### src/rtl/dpll_decision_trail_if.sv
// Signal bundle between the DPLL decision/trail stage, the literal picker,
// the propagation unit and the search controller.
interface dpll_decision_trail_if #(
    parameter int WIDTH = 8,
    parameter int N     = 256
);
    logic [WIDTH-1:0] cand_val;
    logic             cand_valid;
    logic             pick_ena;
    logic             decide_req;
    logic             imp_valid;
    logic [WIDTH-1:0] imp_var;
    logic             imp_pol;
    logic             bt_req;
    logic [N-1:0]     lit_assigned;
    logic [N-1:0]     lit_value;
    logic [WIDTH-1:0] dec_level;
    logic             dec_done;
    logic [WIDTH-1:0] dec_var;
    logic             dec_pol;
    logic             all_assigned;
    logic             bt_done;
    logic             unsat;

    modport slave (
        input  cand_val, cand_valid, decide_req, imp_valid, imp_var, imp_pol, bt_req,
        output pick_ena, lit_assigned, lit_value, dec_level, dec_done, dec_var, dec_pol,
               all_assigned, bt_done, unsat
    );

    modport master (
        output cand_val, cand_valid, decide_req, imp_valid, imp_var, imp_pol, bt_req,
        input  pick_ena, lit_assigned, lit_value, dec_level, dec_done, dec_var, dec_pol,
               all_assigned, bt_done, unsat
    );
endinterface

### src/rtl/dpll_decision_trail.sv
// DPLL decision/trail stage: commits picker candidates, records implications and
// backtracks chronologically. Define PHASE_SAVE_EN to reuse saved phases as decision polarity.
module dpll_decision_trail #(
    parameter int WIDTH = 8,
    parameter int N     = 256
) (
    input  logic                 clk,
    input  logic                 rst,
    dpll_decision_trail_if.slave bus
);
    localparam logic [WIDTH-1:0] ONE      = WIDTH'(1);
    localparam logic [WIDTH-1:0] FULL_CNT = WIDTH'(N - 1);

    typedef enum logic [1:0] {
        IDLE,
        SEARCH,
        BT_POP
    } state_t;

    state_t state, state_nx;

    logic [WIDTH-1:0] trail_var  [N];
    logic             trail_dec  [N];
    logic             trail_flip [N];

    logic [WIDTH-1:0] sp;
    logic [WIDTH-1:0] assigned_cnt;
    logic [WIDTH-1:0] dec_level;
    logic [WIDTH-1:0] dec_var;
    logic [N-1:0]     lit_assigned;
    logic [N-1:0]     lit_value;
    logic             dec_pol;
    logic             dec_done;
    logic             bt_done;
    logic             unsat;
    logic             all_assigned;

    logic [WIDTH-1:0] top_idx;
    logic [WIDTH-1:0] top_var;
    logic             top_dec;
    logic             top_flip;
    logic             cand_ok;
    logic             imp_ok;
    logic             commit_pol;

    logic do_commit;
    logic do_imp;
    logic do_pop;
    logic do_flip;
    logic set_unsat;

    assign top_idx      = sp - ONE;
    assign top_var      = trail_var[top_idx];
    assign top_dec      = trail_dec[top_idx];
    assign top_flip     = trail_flip[top_idx];
    assign all_assigned = (assigned_cnt == FULL_CNT);

`ifdef PHASE_SAVE_EN
    logic [N-1:0] saved_phase;
    assign commit_pol = saved_phase[bus.cand_val];
`else
    assign commit_pol = 1'b0;
`endif

    always_ff @(posedge clk) begin
        if (rst) state <= IDLE;
        else     state <= state_nx;
    end

    always_comb begin
        // NOTE: every output of this block gets a default first, so no path can infer a latch.
        state_nx  = state;
        do_commit = 1'b0;
        do_imp    = 1'b0;
        do_pop    = 1'b0;
        do_flip   = 1'b0;
        set_unsat = 1'b0;
        cand_ok   = (bus.cand_val != '0) && !lit_assigned[bus.cand_val];
        imp_ok    = (bus.imp_var != '0) && !lit_assigned[bus.imp_var];

        case (state)
            IDLE: begin
                // bt_req > imp_valid > decide_req; losers are dropped, and unsat freezes everything
                if (!unsat) begin
                    if (bus.bt_req) begin
                        state_nx  = BT_POP;
                        set_unsat = (sp == '0);
                    end else if (bus.imp_valid) begin
                        do_imp = imp_ok;
                    end else if (bus.decide_req && !all_assigned) begin
                        state_nx = SEARCH;
                    end
                end
            end
            SEARCH: begin
                if (bus.cand_valid && cand_ok) begin
                    do_commit = 1'b1;
                    state_nx  = IDLE;
                end
            end
            BT_POP: begin
                if (sp == '0) begin
                    set_unsat = 1'b1;
                    state_nx  = IDLE;
                end else if (top_dec && !top_flip) begin
                    do_flip  = 1'b1;
                    state_nx = IDLE;
                end else begin
                    do_pop = 1'b1;
                    if (sp == ONE) begin
                        set_unsat = 1'b1;
                        state_nx  = IDLE;
                    end
                end
            end
            default: state_nx = IDLE;
        endcase
    end

    // NOTE: the trail is plain storage qualified by sp, so it is deliberately left out of reset.
    always_ff @(posedge clk) begin
        if (do_commit) begin
            trail_var[sp]  <= bus.cand_val;
            trail_dec[sp]  <= 1'b1;
            trail_flip[sp] <= 1'b0;
        end else if (do_imp) begin
            trail_var[sp]  <= bus.imp_var;
            trail_dec[sp]  <= 1'b0;
            trail_flip[sp] <= 1'b0;
        end else if (do_flip) begin
            trail_flip[top_idx] <= 1'b1;
        end
    end

    always_ff @(posedge clk) begin
        if (rst) begin
            sp           <= '0;
            assigned_cnt <= '0;
            dec_level    <= '0;
            dec_var      <= '0;
            dec_pol      <= 1'b0;
            lit_assigned <= '0;
            lit_value    <= '0;
            dec_done     <= 1'b0;
            bt_done      <= 1'b0;
            unsat        <= 1'b0;
        end else begin
            // NOTE: non-blocking assignments keep every register update tied to values from before the edge.
            dec_done <= do_commit;
            bt_done  <= do_flip;
            if (set_unsat) unsat <= 1'b1;

            if (do_commit) begin
                lit_assigned[bus.cand_val] <= 1'b1;
                lit_value[bus.cand_val]    <= commit_pol;
                sp           <= sp + ONE;
                assigned_cnt <= assigned_cnt + ONE;
                dec_level    <= dec_level + ONE;
                dec_var      <= bus.cand_val;
                dec_pol      <= commit_pol;
            end

            if (do_imp) begin
                lit_assigned[bus.imp_var] <= 1'b1;
                lit_value[bus.imp_var]    <= bus.imp_pol;
                sp           <= sp + ONE;
                assigned_cnt <= assigned_cnt + ONE;
            end

            if (do_pop) begin
                lit_assigned[top_var] <= 1'b0;
                sp           <= sp - ONE;
                assigned_cnt <= assigned_cnt - ONE;
                if (top_dec) dec_level <= dec_level - ONE;
            end

            // The flipped decision keeps its level; only its value and the flip mark change
            if (do_flip) begin
                lit_value[top_var] <= ~lit_value[top_var];
                dec_var <= top_var;
                dec_pol <= ~lit_value[top_var];
            end
        end
    end

`ifdef PHASE_SAVE_EN
    always_ff @(posedge clk) begin
        if (rst)         saved_phase          <= '0;
        else if (do_pop) saved_phase[top_var] <= lit_value[top_var];
    end
`endif

    assign bus.pick_ena     = (state == SEARCH);
    assign bus.lit_assigned = lit_assigned;
    assign bus.lit_value    = lit_value;
    assign bus.dec_level    = dec_level;
    assign bus.dec_done     = dec_done;
    assign bus.dec_var      = dec_var;
    assign bus.dec_pol      = dec_pol;
    assign bus.all_assigned = all_assigned;
    assign bus.bt_done      = bt_done;
    assign bus.unsat        = unsat;
endmodule

### src/flat_wrapper.sv
// flat-port wrapper written by rule: the top's interface ports become plain ports
module dpll_decision_trail_flat 
#(
    parameter int WIDTH = 8,
    parameter int N     = 256
)
  (clk, rst, bus_cand_val, bus_cand_valid, bus_decide_req, bus_imp_valid, bus_imp_var, bus_imp_pol, bus_bt_req, bus_pick_ena, bus_lit_assigned, bus_lit_value, bus_dec_level, bus_dec_done, bus_dec_var, bus_dec_pol, bus_all_assigned, bus_bt_done, bus_unsat);
  dpll_decision_trail_if #(.WIDTH(WIDTH), .N(N)) bus_i ();
  input  logic clk;
  input  logic rst;
  input wire logic [$bits(bus_i.cand_val)-1:0] bus_cand_val;
  input wire logic [$bits(bus_i.cand_valid)-1:0] bus_cand_valid;
  input wire logic [$bits(bus_i.decide_req)-1:0] bus_decide_req;
  input wire logic [$bits(bus_i.imp_valid)-1:0] bus_imp_valid;
  input wire logic [$bits(bus_i.imp_var)-1:0] bus_imp_var;
  input wire logic [$bits(bus_i.imp_pol)-1:0] bus_imp_pol;
  input wire logic [$bits(bus_i.bt_req)-1:0] bus_bt_req;
  output wire logic [$bits(bus_i.pick_ena)-1:0] bus_pick_ena;
  output wire logic [$bits(bus_i.lit_assigned)-1:0] bus_lit_assigned;
  output wire logic [$bits(bus_i.lit_value)-1:0] bus_lit_value;
  output wire logic [$bits(bus_i.dec_level)-1:0] bus_dec_level;
  output wire logic [$bits(bus_i.dec_done)-1:0] bus_dec_done;
  output wire logic [$bits(bus_i.dec_var)-1:0] bus_dec_var;
  output wire logic [$bits(bus_i.dec_pol)-1:0] bus_dec_pol;
  output wire logic [$bits(bus_i.all_assigned)-1:0] bus_all_assigned;
  output wire logic [$bits(bus_i.bt_done)-1:0] bus_bt_done;
  output wire logic [$bits(bus_i.unsat)-1:0] bus_unsat;
  assign bus_i.cand_val = bus_cand_val;
  assign bus_i.cand_valid = bus_cand_valid;
  assign bus_i.decide_req = bus_decide_req;
  assign bus_i.imp_valid = bus_imp_valid;
  assign bus_i.imp_var = bus_imp_var;
  assign bus_i.imp_pol = bus_imp_pol;
  assign bus_i.bt_req = bus_bt_req;
  assign bus_pick_ena = bus_i.pick_ena;
  assign bus_lit_assigned = bus_i.lit_assigned;
  assign bus_lit_value = bus_i.lit_value;
  assign bus_dec_level = bus_i.dec_level;
  assign bus_dec_done = bus_i.dec_done;
  assign bus_dec_var = bus_i.dec_var;
  assign bus_dec_pol = bus_i.dec_pol;
  assign bus_all_assigned = bus_i.all_assigned;
  assign bus_bt_done = bus_i.bt_done;
  assign bus_unsat = bus_i.unsat;
  dpll_decision_trail #(.WIDTH(WIDTH), .N(N)) u_core (.clk(clk), .rst(rst), .bus(bus_i));
endmodule
### config.mk
export PLATFORM = sky130hd
export DESIGN_NAME = dpll_decision_trail_flat
export DESIGN_NICKNAME = d
export VERILOG_FILES = /design/src/rtl/dpll_decision_trail_if.sv /design/src/rtl/dpll_decision_trail.sv /design/src/flat_wrapper.sv
export SDC_FILE = /design/constraint.sdc
export NUM_CORES = 2
export LEC_CHECK = 0
export BUFFER_PORTS_ARGS = -buffer_cell sky130_fd_sc_hd__buf_2
export CORE_ASPECT_RATIO = 2
export CORE_MARGIN = 3
export CORE_UTILIZATION = 30
export CTS_CLUSTER_DIAMETER = 80
export DETAILED_ROUTE_END_ITERATION = 7
export PLACE_DENSITY = 0.46
export SLEW_MARGIN = 30
export SYNTH_ARGS = -nofsm -noshare
export SYNTH_HDL_FRONTEND = slang
export SYNTH_SLANG_ARGS = --single-unit
### constraint.sdc
create_clock -name clk -period 31.7 [get_ports clk]
set_input_delay 3.17 -clock clk [delete_from_list [all_inputs] [get_ports clk]]
set_output_delay 3.17 -clock clk [all_outputs]
set_load 0.02 [all_outputs]
Word level (Yosys, flattened, before mapping)
Memory sizes are Yosys's and may differ from the RTL's.
Index checks and enable logic that the tools add are counted.
Widths: inputs -> output; s select.
{ "classes": {"bitwise": 10, "n_mux": 79, "reduce_logical": 20, "n_lt_le_gt_ge": 6, "eq_ne": 9, "add_sub_neg": 6} }
{ "op_table": {"columns": ["op", "count"], "rows": [
  ["$mux 256", 10],
  ["$and 256x256->256", 2],
  ["$bwmux 256", 2],
  ["$not 256->256", 2],
  ["$or 256x256->256", 2],
  ["$mux 8", 13],
  ["$mux 1", 38],
  ["$lt 8x9->1 const B", 3],
  ["$add 8x1->8 const B", 3],
  ["$bmux 1 s8", 3],
  ["$demux 1 s8", 3],
  ["$ge 8x1->1 const B", 3],
  ["$sub 8x1->8 const B", 3],
  ["$mux 2", 8],
  ["$reduce_bool 8->1", 2],
  ["$eq 8x1->1 const B", 1],
  ["$eq 8x8->1 const B", 1],
  ["$logic_and 1x1->1", 8],
  ["$logic_not 8->1", 1],
  ["$pmux 2 s3", 1],
  ["$reduce_and 5->1", 1],
  ["$logic_not 1->1", 4],
  ["$ne 4x1->1 const B", 1],
  ["$ne 3x2->1 const B", 1],
  ["other kinds (12)", 14]
]} }
{ "word_totals": {"ramBits": 2560, "register_bits": 550, "elab_cells": 144, "in_bits": 23, "out_inout_bits": 534, "memories": 3} }
{ "memory_table": {"columns": ["memory", "depth", "word_bits", "read_ports", "rd_ports_with_merged_regs", "write_ports", "line", "rtl"], "rows": [
  ["u_core.trail_var", 256, 8, 1, 0, 1, "dpll_decision_trail.sv:22", "logic [WIDTH-1:0] trail_var [N];"],
  ["u_core.trail_dec", 256, 1, 1, 0, 1, "dpll_decision_trail.sv:23", "logic trail_dec [N];"],
  ["u_core.trail_flip", 256, 1, 1, 0, 1, "dpll_decision_trail.sv:24", "logic trail_flip [N];"]
]} }

Depth between registers and ports, before layout
{ "logic_depth": {"word_depth": 14, "depth_mapped": 31, "ltp_nobuf": 21} }

Worst setup path after synthesis
OpenSTA, ideal clock, no wires.
{ "synth_timing": {"path_kind": "input-to-reg", "from": "in bus_imp_var[0]", "to": "mem u_core.trail_var[0][5], data pin", "setup_slack_ns": 13.696, "n_path_buf": 5, "setup_time_ns": 2.190, "cell_stages": 12, "arrival_time_ns": 15.814, "t_required_ns": 29.510, "cell_sequence": "clkbuf_1 -> buf_2 -> buf_1 -> mux4_2 -> mux4_2 -> mux2_2 -> a22oi_1 -> o2111ai_1 -> nor2_1 -> clkbuf_1 -> buf_1 -> o21ai_0"} }
{ "synth_via": {"elab_chain_len": 12, "word_cells_on_any_way": 13, "cone_classes": "10 x mux; 3 x reduce/logical"} }
{ "synth_rtl": {"columns": ["element", "line", "rtl"], "rows": [
  ["start, declared", "flat_wrapper.sv:15", "input wire logic [$bits(bus_i.imp_var)-1:0] bus_imp_var;"],
  ["$bmux 1 s8", "dpll_decision_trail.sv:79", "imp_ok = (bus.imp_var != '0) && !lit_assigned[bus.imp_var];"],
  ["$mux 1 (not written as such)", "dpll_decision_trail.sv:79", null],
  ["$logic_not 1->1", "dpll_decision_trail.sv:79", null],
  ["$logic_and 1x1->1 *", "dpll_decision_trail.sv:79", null],
  ["$mux 1 *", "dpll_decision_trail.sv:88", "end else if (bus.imp_valid) begin"],
  ["$mux 1 *", "dpll_decision_trail.sv:85", "if (bus.bt_req) begin"],
  ["$mux 1 *", "dpll_decision_trail.sv:84", "if (!unsat) begin"],
  ["$mux 1 *", "dpll_decision_trail.sv:81", "case (state)"],
  ["$mux 1 *", "dpll_decision_trail.sv:126", "end else if (do_imp) begin"],
  ["$mux 1 *", "dpll_decision_trail.sv:122", "if (do_commit) begin"],
  ["$mux 1 (not written as such) *", "dpll_decision_trail.sv:127", "trail_var[sp] <= bus.imp_var;"],
  ["$mux 8 (no line) *", null, null],
  ["end, declared", "dpll_decision_trail.sv:22", null]
]} }
Mark *: on every way between the ends. The rest lies on a longest branch, timed or not. The select of a mux whose other input is x is not followed.

Worst setup path after layout
{ "layout_timing": {"from": "reg u_core.sp[1]", "to": "reg u_core.lit_value[177], in the netlist u_core.bus.lit_value[177]"} }
{ "layout_via": {"elab_chain_len": 8, "word_cells_on_any_way": 20, "cone_classes": "1 x add/sub; 2 x order compare; 9 x mux; 1 x bitwise; 4 x reduce/logical; 3 x memory"} }
{ "layout_rtl": {"columns": ["element", "line", "rtl"], "rows": [
  ["start, declared", "dpll_decision_trail.sv:26", "logic [WIDTH-1:0] sp;"],
  ["start signal, assigned", "dpll_decision_trail.sv:156", "sp <= sp + ONE;"],
  ["start signal, assigned", "dpll_decision_trail.sv:166", "sp <= sp + ONE;"],
  ["start signal, assigned", "dpll_decision_trail.sv:172", "sp <= sp - ONE;"],
  ["$sub 8x1->8", "dpll_decision_trail.sv:52", "assign top_idx = sp - ONE;"],
  ["$mem_v2 256x8 / $mem_v2 256x1 (equally long branches)", null, null],
  ["$lt 8x9->1 (not written as such) (tied with other cells)", "dpll_decision_trail.sv:179", "lit_value[top_var] <= ~lit_value[top_var];"],
  ["$logic_and 1x1->1 (on tied branches)", "dpll_decision_trail.sv:179, dpll_decision_trail.sv:105", null],
  ["$mux 1 (on tied branches)", "dpll_decision_trail.sv:179, dpll_decision_trail.sv:105", null],
  ["$demux 1 s8 / $mux 1 (equally long branches)", null, null],
  ["$bwmux 256 / $mux 1 (equally long branches)", "dpll_decision_trail.sv:179, dpll_decision_trail.sv:81", null],
  ["$mux 256 *", "dpll_decision_trail.sv:178", "if (do_flip) begin"],
  ["end signal, assigned by index", "dpll_decision_trail.sv:155", "lit_value[bus.cand_val] <= commit_pol;"],
  ["end signal, assigned by index", "dpll_decision_trail.sv:165", "lit_value[bus.imp_var] <= bus.imp_pol;"],
  ["end signal, assigned by index", "dpll_decision_trail.sv:179", null],
  ["end, declared", "dpll_decision_trail.sv:31", "logic [N-1:0] lit_value;"]
]} }
Marks and branches as above.
A chain may end at the register's enable or synchronous reset.

==> results.md <==
- Synth warn: 0
- Post-DRT Antenna Nets: 0
- Register-to-Register Setup Slack: 19,440 ps
- Iter 0 DRT Violations: 11,000
- Detail-routed via count per cell: 5.96
- Post-synthesis sequential area ratio: 0.653
- Number of nets at the end of the flow: 9,138
- Dominant combinational cell family by area after synthesis: multiplexers
- Max-slew headroom at the worst pin: 0.246
- Data required, critical path: 32,430 ps
- Inserted Clock Buffers: 299
- Area share of the leading cell type in the synthesized netlist: 0.571
- Capturing element type of the critical path: flip-flop
- Global-route usage over all layers: 0.288
- Clock tree root buffer cell: clkbuf_16
- Minimum hold slack: 491 ps
- Adder-cell area share of the yosys netlist: 0.00136
- Post-CTS repair timing setup buffer count: 0
- Buffers on Ports: 556
- Prevailing post-synth register cell: edfxtp_1
- GP Congestion: 1.06
- Area inside the core boundary: 446,000 sq um
- Number of cells produced by synthesis: 8,619
- Synth-to-Final Area Change: 16.0%
- Num Clock Sinks: 3,110
- Total vias in the final route: 91,400
- Vias in the first global route: 90,800
- Most frequent standard cell in the layout excluding fill and tap cells: edfxtp_1
- Post-synthesis xor/xnor area fraction: 0.00163
- Count of endpoints failing setup in the final report: 0
- Top-Level Pins: 557
- Netlist cell types: 97
- Pin count of the biggest net entering global routing: 191
- Failing checks: DRC
- Worst clock skew: 107 ps
- EDFF count, synth: 2,560
- Antenna violations before repair: 67
- CTS clock-pin slew for the worst setup and hold paths: 70 ps
- First-pass detailed-route iteration total: 8
- Clock latency on the worst-skew pair: 960 ps
- Number of H-tree branching levels: 5
- Post-CTS resize count: 0
- Placement row count: 347
- Proportion of layout cells with a drive suffix above 1: 0.302
- Leading post-synthesis cells by cell area: edfxtp_1, mux4_2, dfxtp_1
- Net Count, Synth: 8,656
- Clock tree from TritonCTS: done
- Final critical path time including I/O delays and setup: 12,260 ps
- Data arrival time of the critical path: 12,990 ps
- Most used cells in the layout excluding fill and tap cells: edfxtp_1, mux4_2, nor2_1
- Category of the critical setup timing path: reg -> reg
- Post-route DRC violation count: 10
- Ys async rst share: 0
- Total of hold buffers inserted after clock tree synthesis: 0
- Area fraction in and, or, nand and nor cells after synthesis: 0.0605
- Maximum frequency from static timing analysis: 0.0816 GHz
- Slew of the pin with the lowest slew margin: 1130 ps
- Outcome: finished, violations left
- Starting utilization of the core area: 0.301
- Post-Place Worst Slack: 19,580 ps
- Max clock buf depth: 4
- Slack of the critical path: 19,440 ps
- Wire length after detailed routing: 672,000 um
- Die outline height: 953 um
- Fraction of synthesized area in multiplexers: 0.168
- Post-synthesis area per instance: 15.6 sq um
- Cell type with the largest total area after synthesis: edfxtp_1
- Die ar.: 457,000 sq um
- Worst Setup Start Kind: flip-flop
- Wire length of the first global-routing pass: 883,000 um
- Final hold viol count: 0
- Part of the cycle the worst path needs: 0.387
- Number of register bits inferred by synthesis: 3,110
- Class of the tightest hold or removal check: reg -> reg
- WL/cell: 43.8 um
- Final max-slew violation count: 0
- GRT overflow: 0
- Final TNS setup: 0 ps
- Half-perimeter wire length of the detailed placement result: 471,000 um
- Netlist area before placement: 135,000 sq um
- Post-synthesis compound-gate area fraction: 0.0864
- DIE WIDTH: 480 um
- Unrepaired setup endpoints after global routing: no
- Max_cap viols: 0
- Critical Path Fanout Max: 90
## logic make-up after synthesis
logic type      count (synthesis)
compound gates               1576
xor+xnor                       25
fa+ha+maj                      14
buf+inv                       891
flops                        3110
mux                          1111
simple gates                 1892
## routing by layer
metal,share of wire,vias to the layer above,GRT usage
met2,0.51,5536,0.499
met1,0.31,48100,0.281
met5,0.00026,-,0
met4,0.11,24,0.275
met3,0.068,2039,0.0616
li1,-,35800,-
## state kept, by name, summed over array words and instances, names as in the netlist
signal	flops
u_core.assigned_cnt	8
u_core.bus.bt_done	1
u_core.bus.dec_done	1
u_core.bus.dec_level	8
u_core.bus.dec_pol	1
u_core.bus.dec_var	8
u_core.bus.lit_assigned	256
u_core.bus.lit_value	256
u_core.bus.unsat	1
u_core.sp	8
u_core.state	2
u_core.trail_dec	256
u_core.trail_flip	256
u_core.trail_var	2048
## critical path, cell delays in order (launching register included)
cell	delay, ps
dfxtp_1	550
inv_1	240
ha_4	610
buf_12	450
buf_12	520
buf_4	530
buf_4	640
buf_4	710
mux4_2	350
mux2i_1	70
mux2i_1	400
a22oi_1	190
and4_1	280
a31oi_4	490
o21a_2	860
buf_4	510
nor3_2	170
a22o_1	380
nor4_1	540
o32a_1	220
a32o_1	160
buf_4	440
a211o_4	520
buf_4	690
buf_4	740
a31oi_1	170
## layout make-up
cell class / instances / area (sq um)
Multi-Input combinational cell: 4618 / 44400
Clock buffer: 362 / 7980
Antenna cell: 88 / 220
Clock inverter: 165 / 1630
Sequential cell: 3110 / 87900
Tap cell: 5933 / 7420
Timing Repair Buffer: 921 / 5970
Inverter: 151 / 579
Fill cell: 42900 / 290000
## through the flow
step,cell area [sq um],std cells,util
finish,156000,15300,0.350
global route,156000,15300,0.349
CTS,155000,15200,0.348
detailed placement,146000,14700,0.327
global placement,145000,14700,0.325
floorplan,135000,8619,-
## synthesized netlist by cell type, types with 10 or more instances
cell      count
and3_1       23
buf_1        69
buf_6        34
buf_4        40
a31oi_1     236
mux2i_1     176
dfxtp_1     550
or3_1        10
inv_1       143
ha_1         13
a21oi_1     120
o221ai_1    135
nand2b_1     13
o21bai_1     16
a311oi_1     14
nor2b_1      27
clkbuf_1    466
nor4_1       18
a22o_1       22
and2_1       22
nor3_1       76
nor2_1      948
a222oi_1     74
a21o_1      165
nand3_1     167
edfxtp_1   2560
a32oi_1      23
a31oi_2      22
buf_2       129
or2_2        75
a221oi_1     94
xor2_1       14
mux2_2       22
mux4_2      913
nand4_1      18
o21ai_0      23
nand2_1     450
xnor2_1      11
a211oi_1    101
a22oi_1     211
o22ai_1     247
## worst paths after layout
kind                              start                         end  cells after the start
max                        u_core.sp[1]   u_core.bus.lit_value[177]                     25
min          u_core.bus.lit_assigned[0]  u_core.bus.lit_assigned[0]                      1
max reg2reg                u_core.sp[1]   u_core.bus.lit_value[177]                     25
min reg2reg  u_core.bus.lit_assigned[0]  u_core.bus.lit_assigned[0]                      1
Power is left out: the tool's default activity adds up to more than one toggle a clock period on the data nets, which glitch-free logic cannot reach.
